--- config.mk ---
export PLATFORM = sky130hd
export DESIGN_NAME = alu_issue_ctrl
export DESIGN_NICKNAME = d
export VERILOG_FILES = /design/src/rtl/alu_issue_ctrl_pkg.sv /design/src/rtl/alu_issue_ctrl_regfile.sv /design/src/rtl/alu_issue_ctrl.sv
export SDC_FILE = /design/constraint.sdc
export NUM_CORES = 1
export LEC_CHECK = 0
export BUFFER_PORTS_ARGS = -buffer_cell sky130_fd_sc_hd__buf_4
export CORE_MARGIN = 2
export CORE_UTILIZATION = 55
export CTS_CLUSTER_SIZE = 40
export DETAILED_ROUTE_END_ITERATION = 8
export GPL_ROUTABILITY_DRIVEN = 0
export PLACE_DENSITY = 0.76
export SLEW_MARGIN = 20
export SYNTH_ARGS = -nofsm -noshare
export SYNTH_HDL_FRONTEND = slang
export SYNTH_SLANG_ARGS = --single-unit
--- constraint.sdc ---
create_clock -name clk -period 12.6 [get_ports clk]
set_input_delay 1.89 -clock clk [delete_from_list [all_inputs] [get_ports clk]]
set_output_delay 1.89 -clock clk [all_outputs]
set_load 0.01 [all_outputs]
--- src/rtl/alu_issue_ctrl_pkg.sv ---
`default_nettype none
// ============================================================================
//  Module      : alu_issue_ctrl_pkg
//  Description : Shared opcodes, instruction field positions and FSM states
//                for the ALU issue sequencer.
//  Revision    : 1.0  initial release
// ============================================================================
package alu_issue_ctrl_pkg;

    // ALU opcodes: register forms
    localparam logic [7:0] ALU_NOP    = 8'h00;
    localparam logic [7:0] ALU_ADD    = 8'h01;
    localparam logic [7:0] ALU_SUB    = 8'h02;
    localparam logic [7:0] ALU_IADD   = 8'h03;  // saturating signed add
    localparam logic [7:0] ALU_AND    = 8'h04;
    localparam logic [7:0] ALU_OR     = 8'h05;
    localparam logic [7:0] ALU_XOR    = 8'h06;
    localparam logic [7:0] ALU_SHL    = 8'h07;
    localparam logic [7:0] ALU_SHR    = 8'h08;
    localparam logic [7:0] ALU_MAC    = 8'h09;
    // ALU opcodes: immediate forms (A = imm16, B = reg[ra], C = 0)
    localparam logic [7:0] ALU_ADD_I  = 8'h11;
    localparam logic [7:0] ALU_SUB_I  = 8'h12;
    localparam logic [7:0] ALU_IADD_I = 8'h13;
    localparam logic [7:0] ALU_AND_I  = 8'h14;
    localparam logic [7:0] ALU_OR_I   = 8'h15;
    localparam logic [7:0] ALU_XOR_I  = 8'h16;
    // Sequencer-local opcodes
    localparam logic [7:0] OP_BEZ     = 8'h20;
    localparam logic [7:0] OP_BNEZ    = 8'h21;
    localparam logic [7:0] OP_HALT    = 8'hFF;

    // Instruction field positions
    localparam int OPC_HI = 31;
    localparam int OPC_LO = 24;
    localparam int RD_HI  = 23;
    localparam int RD_LO  = 20;
    localparam int RA_HI  = 19;
    localparam int RA_LO  = 16;
    localparam int RB_HI  = 15;
    localparam int RB_LO  = 12;
    localparam int RC_HI  = 11;
    localparam int RC_LO  = 8;
    localparam int SH_HI  = 4;
    localparam int SH_LO  = 0;
    localparam int IMM_HI = 15;
    localparam int IMM_LO = 0;

    typedef enum logic [2:0] {
        ST_IDLE   = 3'd0,
        ST_FETCH  = 3'd1,
        ST_DECODE = 3'd2,
        ST_EXEC   = 3'd3,
        ST_WB     = 3'd4,
        ST_HALTED = 3'd5
    } state_t;

    function automatic logic is_imm_op(input logic [7:0] op);
        return (op == ALU_ADD_I) || (op == ALU_SUB_I) || (op == ALU_IADD_I) ||
               (op == ALU_AND_I) || (op == ALU_OR_I)  || (op == ALU_XOR_I);
    endfunction

    function automatic logic is_branch_op(input logic [7:0] op);
        return (op == OP_BEZ) || (op == OP_BNEZ);
    endfunction

endpackage
`default_nettype wire

--- src/rtl/alu_issue_ctrl_regfile.sv ---
`default_nettype none
// ============================================================================
//  Module      : issue_regfile
//  Description : 16xN register file, three read ports (A/B/C), one write
//                port, debug read port, r0 hardwired to zero.
//  Revision    : 1.0  initial release
// ============================================================================
module issue_regfile #(
    parameter int N = 16
) (
    input  logic         clk,
    input  logic         rst,
    input  logic [3:0]   raddr_a,
    input  logic [3:0]   raddr_b,
    input  logic [3:0]   raddr_c,
    output logic [N-1:0] rdata_a,
    output logic [N-1:0] rdata_b,
    output logic [N-1:0] rdata_c,
    input  logic         we,
    input  logic [3:0]   waddr,
    input  logic [N-1:0] wdata,
    input  logic [3:0]   dbg_raddr,
    output logic [N-1:0] dbg_rdata
);

    logic [N-1:0] r_mem [16];

    // Storage: cleared on reset, writes to r0 dropped
    always_ff @(posedge clk or posedge rst) begin
        if (rst) begin
            for (int i = 0; i < 16; i++) begin
                r_mem[i] <= '0;
            end
        end else if (we && (waddr != 4'd0)) begin
            r_mem[waddr] <= wdata;
        end
    end

    assign rdata_a   = (raddr_a   == 4'd0) ? '0 : r_mem[raddr_a];
    assign rdata_b   = (raddr_b   == 4'd0) ? '0 : r_mem[raddr_b];
    assign rdata_c   = (raddr_c   == 4'd0) ? '0 : r_mem[raddr_c];
    assign dbg_rdata = (dbg_raddr == 4'd0) ? '0 : r_mem[dbg_raddr];

endmodule
`default_nettype wire

--- src/rtl/alu_issue_ctrl.sv ---
`default_nettype none
// ============================================================================
//  Module      : alu_issue_ctrl
//  Description : Fetch/decode/execute/write-back sequencer driving a
//                combinational ALU, with BEZ/BNEZ branches and HALT.
//  Revision    : 1.0  initial release
// ============================================================================
module alu_issue_ctrl
    import alu_issue_ctrl_pkg::*;
#(
    parameter int              N        = 16,
    parameter int              O        = 8,
    parameter int              S        = 5,
    parameter int              PC_W     = 10,
    parameter logic [PC_W-1:0] RESET_PC = '0
) (
    input  logic            clk,
    input  logic            rst,
    input  logic            start,
    output logic            imem_req,
    output logic [PC_W-1:0] imem_addr,
    input  logic            imem_ack,
    input  logic [31:0]     imem_data,
    output logic [O-1:0]    alu_opcode,
    output logic [N-1:0]    alu_a,
    output logic [N-1:0]    alu_b,
    output logic [N-1:0]    alu_c,
    output logic [S-1:0]    alu_shift,
    input  logic [N-1:0]    alu_out,
    output logic            busy,
    output logic            done,
    input  logic [3:0]      dbg_raddr,
    output logic [N-1:0]    dbg_rdata
);

    state_t          r_state;
    state_t          w_next;
    logic [PC_W-1:0] r_pc;
    logic [31:0]     r_instr;
    logic [N-1:0]    r_result;

    logic [7:0]      w_op;
    logic [3:0]      w_rd;
    logic [3:0]      w_ra;
    logic [3:0]      w_rb;
    logic [3:0]      w_rc;
    logic [15:0]     w_imm;
    logic [N-1:0]    w_rdata_a;
    logic [N-1:0]    w_rdata_b;
    logic [N-1:0]    w_rdata_c;
    logic            w_taken;

    assign w_op  = r_instr[OPC_HI:OPC_LO];
    assign w_rd  = r_instr[RD_HI:RD_LO];
    assign w_ra  = r_instr[RA_HI:RA_LO];
    assign w_rb  = r_instr[RB_HI:RB_LO];
    assign w_rc  = r_instr[RC_HI:RC_LO];
    assign w_imm = r_instr[IMM_HI:IMM_LO];

    issue_regfile #(.N(N)) u_regfile (
        .clk       (clk),
        .rst       (rst),
        .raddr_a   (w_ra),
        .raddr_b   (w_rb),
        .raddr_c   (w_rc),
        .rdata_a   (w_rdata_a),
        .rdata_b   (w_rdata_b),
        .rdata_c   (w_rdata_c),
        .we        (r_state == ST_WB),
        .waddr     (w_rd),
        .wdata     (r_result),
        .dbg_raddr (dbg_raddr),
        .dbg_rdata (dbg_rdata)
    );

    assign w_taken = ((w_op == OP_BEZ)  && (w_rdata_a == '0)) ||
                     ((w_op == OP_BNEZ) && (w_rdata_a != '0));

    // State register
    always_ff @(posedge clk or posedge rst) begin
        if (rst) r_state <= ST_IDLE;
        else     r_state <= w_next;
    end

    // Next-state logic
    always_comb begin
        w_next = r_state;
        case (r_state)
            ST_IDLE:   if (start) w_next = ST_FETCH;
            ST_FETCH:  if (imem_ack) w_next = ST_DECODE;
            ST_DECODE: begin
                if (w_op == OP_HALT)         w_next = ST_HALTED;
                else if (is_branch_op(w_op)) w_next = ST_FETCH;
                else                         w_next = ST_EXEC;
            end
            ST_EXEC:   w_next = ST_WB;
            ST_WB:     w_next = ST_FETCH;
            ST_HALTED: if (start) w_next = ST_FETCH;
            default:   w_next = ST_IDLE;
        endcase
    end

    // Datapath: PC, instruction latch, ALU operand registers, result capture
    always_ff @(posedge clk or posedge rst) begin
        if (rst) begin
            r_pc       <= RESET_PC;
            r_instr    <= '0;
            r_result   <= '0;
            alu_opcode <= '0;
            alu_a      <= '0;
            alu_b      <= '0;
            alu_c      <= '0;
            alu_shift  <= '0;
        end else begin
            case (r_state)
                ST_IDLE, ST_HALTED: begin
                    if (start) r_pc <= RESET_PC;
                end
                ST_FETCH: begin
                    if (imem_ack) r_instr <= imem_data;
                end
                ST_DECODE: begin
                    if (is_branch_op(w_op)) begin
                        r_pc <= w_taken ? w_imm[PC_W-1:0] : r_pc + PC_W'(1);
                    end else if (w_op != OP_HALT) begin
                        alu_opcode <= O'(w_op);
                        if (is_imm_op(w_op)) begin
                            alu_a     <= N'(w_imm);
                            alu_b     <= w_rdata_a;
                            alu_c     <= '0;
                            alu_shift <= '0;
                        end else begin
                            alu_a     <= w_rdata_a;
                            alu_b     <= w_rdata_b;
                            alu_c     <= w_rdata_c;
                            alu_shift <= S'(r_instr[SH_HI:SH_LO]);
                        end
                    end
                end
                ST_EXEC: r_result <= alu_out;
                ST_WB:   r_pc     <= r_pc + PC_W'(1);
                default: ;
            endcase
        end
    end

    assign imem_req  = (r_state == ST_FETCH);
    assign imem_addr = r_pc;
    assign busy      = (r_state == ST_FETCH) || (r_state == ST_DECODE) ||
                       (r_state == ST_EXEC)  || (r_state == ST_WB);
    assign done      = (r_state == ST_HALTED);

endmodule
`default_nettype wire

==> results of run 1 <==
## metrics by stage
| stage | instances | utilization, % | area (um^2) |
|---|---|---|---|
| after floorplan | 1629 | - | 22800 |
| after global placement | 2177 | 59.4 | 24200 |
| final | 2252 | 62.7 | 25600 |
| after global routing | 2252 | 62.7 | 25600 |
| after CTS | 2252 | 62.7 | 25600 |
| after detailed placement | 2177 | 59.4 | 24200 |
## final timing paths
path | from | endpoint | slack (ns) | cells past startpoint
worst max-delay path | dbg_raddr[0] | dbg_rdata[3] | 6.17 | 6
worst min-delay path | u_regfile.r_mem[248] | u_regfile.r_mem[248] | 0.42 | 0
worst max register to register | r_instr[18] | imem_addr[6] | 8.06 | 10
worst min register to register | u_regfile.r_mem[248] | u_regfile.r_mem[248] | 0.42 | 0
max in group asynchronous | rst | r_instr[18] | 9.38 | 3
min in group asynchronous | rst | alu_c[11] | 1.55 | 2
## registers in the layout, summed over array words and instances, names as in the netlist
signal and count:
u_regfile.r_mem 256, r_instr 32, alu_a 16, alu_b 16
alu_c 16, r_result 16, imem_addr 10, alu_opcode 8
alu_shift 5, r_state 3
## cells in the final DEF (no fill, tap or decap), types with 5 or more instances in the layout
cell type    n
clkinv_2     9
o21ai_0     48
o22ai_1      5
mux2_2     296
mux4_1      10
nand2_1    102
buf_4      180
inv_1       20
a211oi_1     5
clkbuf_16   45
nor2b_1     41
a21oi_1     33
clkbuf_8     6
mux2i_1     58
mux4_2     266
nand3_1     13
o31ai_1      5
nor2_1      45
o21ai_1      9
xnor2_1      5
dfrtp_1    371
a22oi_1     28
a221oi_1    12
nand2b_1     9
clkbuf_1    12
nor3_1       5
## cells by family after synthesis
| kind of cell | count (synthesis) |
|---|---|
| buf+inv | 186 |
| fa+ha+maj | 1 |
| compound gates | 165 |
| simple gates | 260 |
| xor+xnor | 9 |
| flops | 378 |
| mux | 630 |
## power by group through the flow
| stage | registers (mW) | logic [mW] | clock network (mW) |
|---|---|---|---|
| global placement | 2.20 | 2.46 | 0 |
| detailed placement | 2.23 | 2.52 | 0 |
| CTS | 2.21 | 2.53 | 1.23 |
| global route | 2.30 | 2.71 | 1.28 |
| floorplan | 1.89 | 1.98 | 0 |
| finish | 2.24 | 2.55 | 1.21 |
## Yosys cell counts, types with 2 or more instances
library cell  number
o21ai_1            9
nor2_1            48
nor3_1             7
mux2_2           296
a21oi_1           33
a22oi_1           28
inv_1             21
o21ai_0           48
o22ai_1            5
o2111ai_1          2
nor2b_1           42
mux4_2           266
buf_6              3
buf_2             16
and3_1             4
nor3b_1            2
or3_1              5
nor4_1             6
a221oi_1          12
buf_1             22
clkbuf_1         118
nand3_1           14
o21a_1             3
o31ai_1            6
a31oi_1            4
and2_1             5
buf_8              2
xnor2_1            5
a211oi_1           5
mux4_1            10
xor2_1             4
nand2_1          102
nand4_1            3
mux2i_1           58
nor4b_1            2
nand2b_1           9
nand3b_1           3
dfrtp_1          378
buf_4              3
## area by class of cell
class	instances	area, um^2	area share, %
inverters	21	86.3	0.337
clock inverters	12	91.3	0.357
multi-input cells	1065	12700	49.4
well taps	532	666	2.60
repair buffers	181	1370	5.36
flip-flops and latches	378	9480	37.0
clock buffers	63	1250	4.90
## worst register-to-register path, delay by kind of cell (launching register included)
kind / cells / cell delay (ns)
muxes: 1 / 0.28
DFF: 1 / 0.74
buffers and inverters: 1 / 0.69
AOI/OAI and AO/OA: 3 / 1.10
and+or+nand+nor: 5 / 1.59
## per-layer routing
layer / vias to the layer above / global-route usage (%) / share of wire, %
met5: - / 0 / 0
met4: 0 / 14.1 / 4.8
met2: 1143 / 46.9 / 45
met1: 8442 / 44.6 / 38
met3: 210 / 9.97 / 12
li1: 6455 / - / -
==> results.toml, run 1 <==
[clock_network]
clockBufferDepth = 3
holdBufCountCts = 0
cts_tree = "done"
numCtsBuffers = 42
clk_pin_slew_worst_paths_ns = 0.06
clkSinkCount = 378
htreeDepth = 2
post_cts_buffers = 0
cts_root_buf = "clkbuf_16"
cts_resized = 0
clk_latency_ns = 0.57

[route]
drt-wirelength-per-cell_um = 30.2
vias = 16300
first_pass_iters = 7
drtAntennaViolNets = 0
drc = 0
via_per_inst = 7.22
wl_mm = 67.9
drt_iter0_drc = 2127

[setup_path]
crit_slowest_cell = "buf_4"
required_ns = 10.71
crit_buf_inv = 3
worst_setup_path_end_kind = "primary output"
critical_path_class = "input port to primary output"
critPathTopFamily = "buffers and inverters"
path_common_cell = "buf_4"
crit_path_max_fanout = 47
start_kind = "input port"
crit_chain = "buf_4, buf_4, mux4_2, mux4_2, nor2b_1, buf_4"
slowest_delay_ns = 0.79
critical_path_arrival_ns = 4.54

[logic_synthesis]
synth_xor_area_share_pct = 0.346
async_flop_share_pct = 100
synth_edf_count = 0
postSynthCellCount = 1629
synth_top_area_share_pct = 41.5
synthFlopType = "dfrtp_1"
ys_ff_latch = 378
ys_warn_count = 0
synthMuxAreaShare_pct = 44.6
synthAdderAreaFrac_pct = 0.0549
synth_area_um2 = 22800
synth_top_family_by_area = "multiplexers"
synthTopCellsByArea = "dfrtp_1, mux4_2, mux2_2, mux2i_1, clkbuf_1"
seq_area_frac_synth_pct = 41.5
synth_compound_area_share_pct = 4.55
ys_types = 59
yosys.area_share.simple_pct = 5.53
synth_area_leader_cell = "dfrtp_1"
synth.avg_cell_area_um2 = 14.0
synth_fp_nets = 1686

[timing]
layout_min_cycle_time_ns = 6.43
finalHoldViolations = 0
setup_viol = 0
rsz0062_at_grt = "no"
setup_ws_ns = 6.17
clock_skew_ns = 0.0154
worst_slew_pin_slew_ns = 1.21
fin_hold_ws_ns = 0.425
fin_setup_tns_ns = 0
fin_crit_sh_pct = 51.0
fmax_mhz = 156
slew_viol_final = 0
relSlewSlack_pct = 18.9

[layout]
n_antenna_cell = 0
fill_cells = 2943
synthToLayoutAreaGrowth_pct = 12.4
nets = 1746
drive_gt1_share_pct = 48.6

[power]
combPwrFrac_pct = 42.5
power.density_nw_per_um2 = 235
p_sw_share_pct = 40.1
pwr-share-clk_pct = 20.2
p_leak_nw = 11.2
seq_power_share_pct = 37.3
p_switching_mw = 2.41
p_total_mw = 6.01
internal_power_mw = 3.60
max-vdd-ir-drop_mv = 0.136

[die]
io_pins = 146
die_w_um = 208
core_um2 = 40800
rows = 74
initial_core_util_pct = 55.8
dieHeight_um = 208
dieArea_um2 = 43100

[place]
dpl.hpwl_mm = 42.2
dp_slack_ns = 6.11
numPortBuffers = 145

[global_route]
grt-ovfl-total = 0
grtUsageTotal_pct = 32.1
grt_pass1_wl_mm = 104
grt_max_degree = 167
antenna_found_initial = 2
grt_pass1_vias = 16100

[status]
run_status = "finished clean"

[worst_hold_path]
hold_class = "flop to flop"

[job]
cap_violations = 0
(Power assumes the default switching activity.)
==> inputs of run 2 (changes only) <==
--- a/config.mk
+++ b/config.mk
@@ -11,7 +11,7 @@
 export CTS_CLUSTER_SIZE = 40
 export DETAILED_ROUTE_END_ITERATION = 8
 export GPL_ROUTABILITY_DRIVEN = 0
-export PLACE_DENSITY = 0.76
+export PLACE_DENSITY = 0.73
 export SLEW_MARGIN = 20
 export SYNTH_ARGS = -nofsm -noshare
 export SYNTH_HDL_FRONTEND = slang
==> constraint.sdc (replaced) <==
create_clock -name clk -period 6.5 [get_ports clk]
set_input_delay 0.975 -clock clk [delete_from_list [all_inputs] [get_ports clk]]
set_output_delay 0.975 -clock clk [all_outputs]
set_load 0.01 [all_outputs]
==> run 2 against run 1 <==
Net effect: clock skew is 0.00069 ns lower; sequential share of layout area down 0.16 points; clock-buffer cell count decreased by 6; power increased by 96%; flip-flop and latch count stayed put; register-to-register slack worse by 6.3 ns; worst hold slack got worse by 0.087 ns; combinational power rose by 91%; via count decreased by 0.57%; final area increased by 0.44%.
==> results.toml, run 2 (synthesized netlist as in run 1, its figures left out) <==
[layout]
design_area_um2 = 25700
fill_cells = 2987
largest_reg_flops = 256
synthToLayoutAreaGrowth_pct = 12.9
layout_commonest_cell = "dfrtp_1"
largest_register = "u_regfile.r_mem"
final_cell_mix = "dfrtp_1, mux2_2, mux4_2"
largestRegisters = "u_regfile.r_mem (256), r_instr (32)"
drive_gt1_share_pct = 48.9
nets = 1748
n_antenna_cell = 0

[timing]
layout_min_cycle_time_ns = 4.74
relSlewSlack_pct = 23.9
setup_viol = 0
slew_viol_final = 0
rsz0062_at_grt = "no"
fin_crit_sh_pct = 73.0
fmax_mhz = 211
finalHoldViolations = 0
fin_hold_ws_ns = 0.338
clock_skew_ns = 0.0147
fin_setup_tns_ns = 0
worst_slew_pin_slew_ns = 1.14

[die]
rows = 74
io_pins = 146
dieHeight_um = 208
initial_core_util_pct = 55.8
dieArea_um2 = 43100
core_um2 = 40800
die_w_um = 208

[route]
drc = 0
drt-wirelength-per-cell_um = 30.4
wl_mm = 68.6
drt_iter0_drc = 2030
via_per_inst = 7.17
vias = 16200
drtAntennaViolNets = 0
first_pass_iters = 5

[clock_network]
numCtsBuffers = 42
clockBufferDepth = 3
clk_latency_ns = 0.58
cts_resized = 0
cts_root_buf = "clkbuf_16"
htreeDepth = 2
post_cts_buffers = 0
clkSinkCount = 378
cts_tree = "done"
holdBufCountCts = 0
clk_pin_slew_worst_paths_ns = 0.06

[setup_path]
crit_slowest_cell = "dfrtp_4"
critical_path_arrival_ns = 5.18
required_ns = 6.93
slowest_delay_ns = 0.93
worst_setup_path_end_kind = "flop"
crit_path_max_fanout = 47
start_kind = "flop"
r2r_end = "imem_addr[6]"
crit_chain = "buf_4, mux4_2, a22oi_1, o31ai_1, nor4_2, nand4b_2, and2_1, a211oi_2, mux2i_1, o21ai_1"
r2r_cells = 10
rrSetupSlack_ns = 1.76
timing.rr.start = "r_instr[18]"
critical_path_class = "flop to flop"

[place]
dpl.hpwl_mm = 42.8
numPortBuffers = 145
place_area_um2 = 24300

[power]
power.density_nw_per_um2 = 459
p_leak_nw = 11.3
max-vdd-ir-drop_mv = 0.289

[global_route]
grt-ovfl-total = 0
grt_pass1_wl_mm = 105
grt_max_degree = 123
grtUsageTotal_pct = 32.3
grt_pass1_vias = 16000
antenna_found_initial = 1

[job]
cap_violations = 0

[worst_hold_path]
hold_class = "input port to async pin"

[status]
run_status = "finished clean"
==> run 2: worst max path at each step <==
stage	start	end	slack (ns)
final	r_instr[18]	imem_addr[6]	1.76
after global routing	r_instr[18]	imem_addr[6]	1.64
after CTS	r_instr[18]	imem_addr[6]	1.89
after detailed placement	r_instr[18]	imem_addr[6]	1.88
after global placement	r_instr[18]	imem_addr[8]	2.03
after floorplan	rst	alu_a[0]	0.45
==> run 2: per-stage QoR <==
stage	util (%)	std cells	power, mW	setup WS (ns)
3_5_place_dp	59.4	2179	9.19	1.88
5_1_grt	63.0	2255	12.3	1.64
3_3_place_gp	59.4	2179	9.04	2.03
4_1_cts	63.0	2255	11.7	1.89
6_report	63.0	2255	11.8	1.76
2_1_floorplan	-	1629	7.49	0.447
==> run 2: worst max-delay path, delay by kind of cell, from the launching register on <==
family                 cells  cell delay [ns]
muxes                      2             0.68
and+or+nand+nor            3             0.88
DFF                        1             0.93
AOI/OAI and AO/OA          4             1.53
buffers and inverters      1             0.55
==> run 2: cell type report <==
class | instances | area [um^2] | area share (%)
Clock buffer | 57 | 1190 | 4.62
Timing Repair Buffer | 183 | 1400 | 5.44
Clock inverter | 19 | 264 | 1.03
Inverter | 21 | 82.6 | 0.321
Sequential cell | 378 | 9480 | 36.9
Tap cell | 532 | 666 | 2.59
Multi-Input combinational cell | 1065 | 12600 | 49.2
==> run 2: routing by layer <==
| metal | routed length [um] | track usage, % | part of all wire [%] |
|---|---|---|---|
| met1 | 26800 | 45.8 | 39 |
| met2 | 31100 | 47.9 | 45 |
| met3 | 7790 | 9.32 | 11 |
| met4 | 2820 | 11.9 | 4.1 |
| met5 | 0 | 0 | 0 |
==> run 2: report_power, final <==
group          internal [mW]  leakage [nW]  switching, mW
logic                   2.54          5.53           2.32
clock network           1.52         0.708           1.01
registers               3.06          5.04           1.35
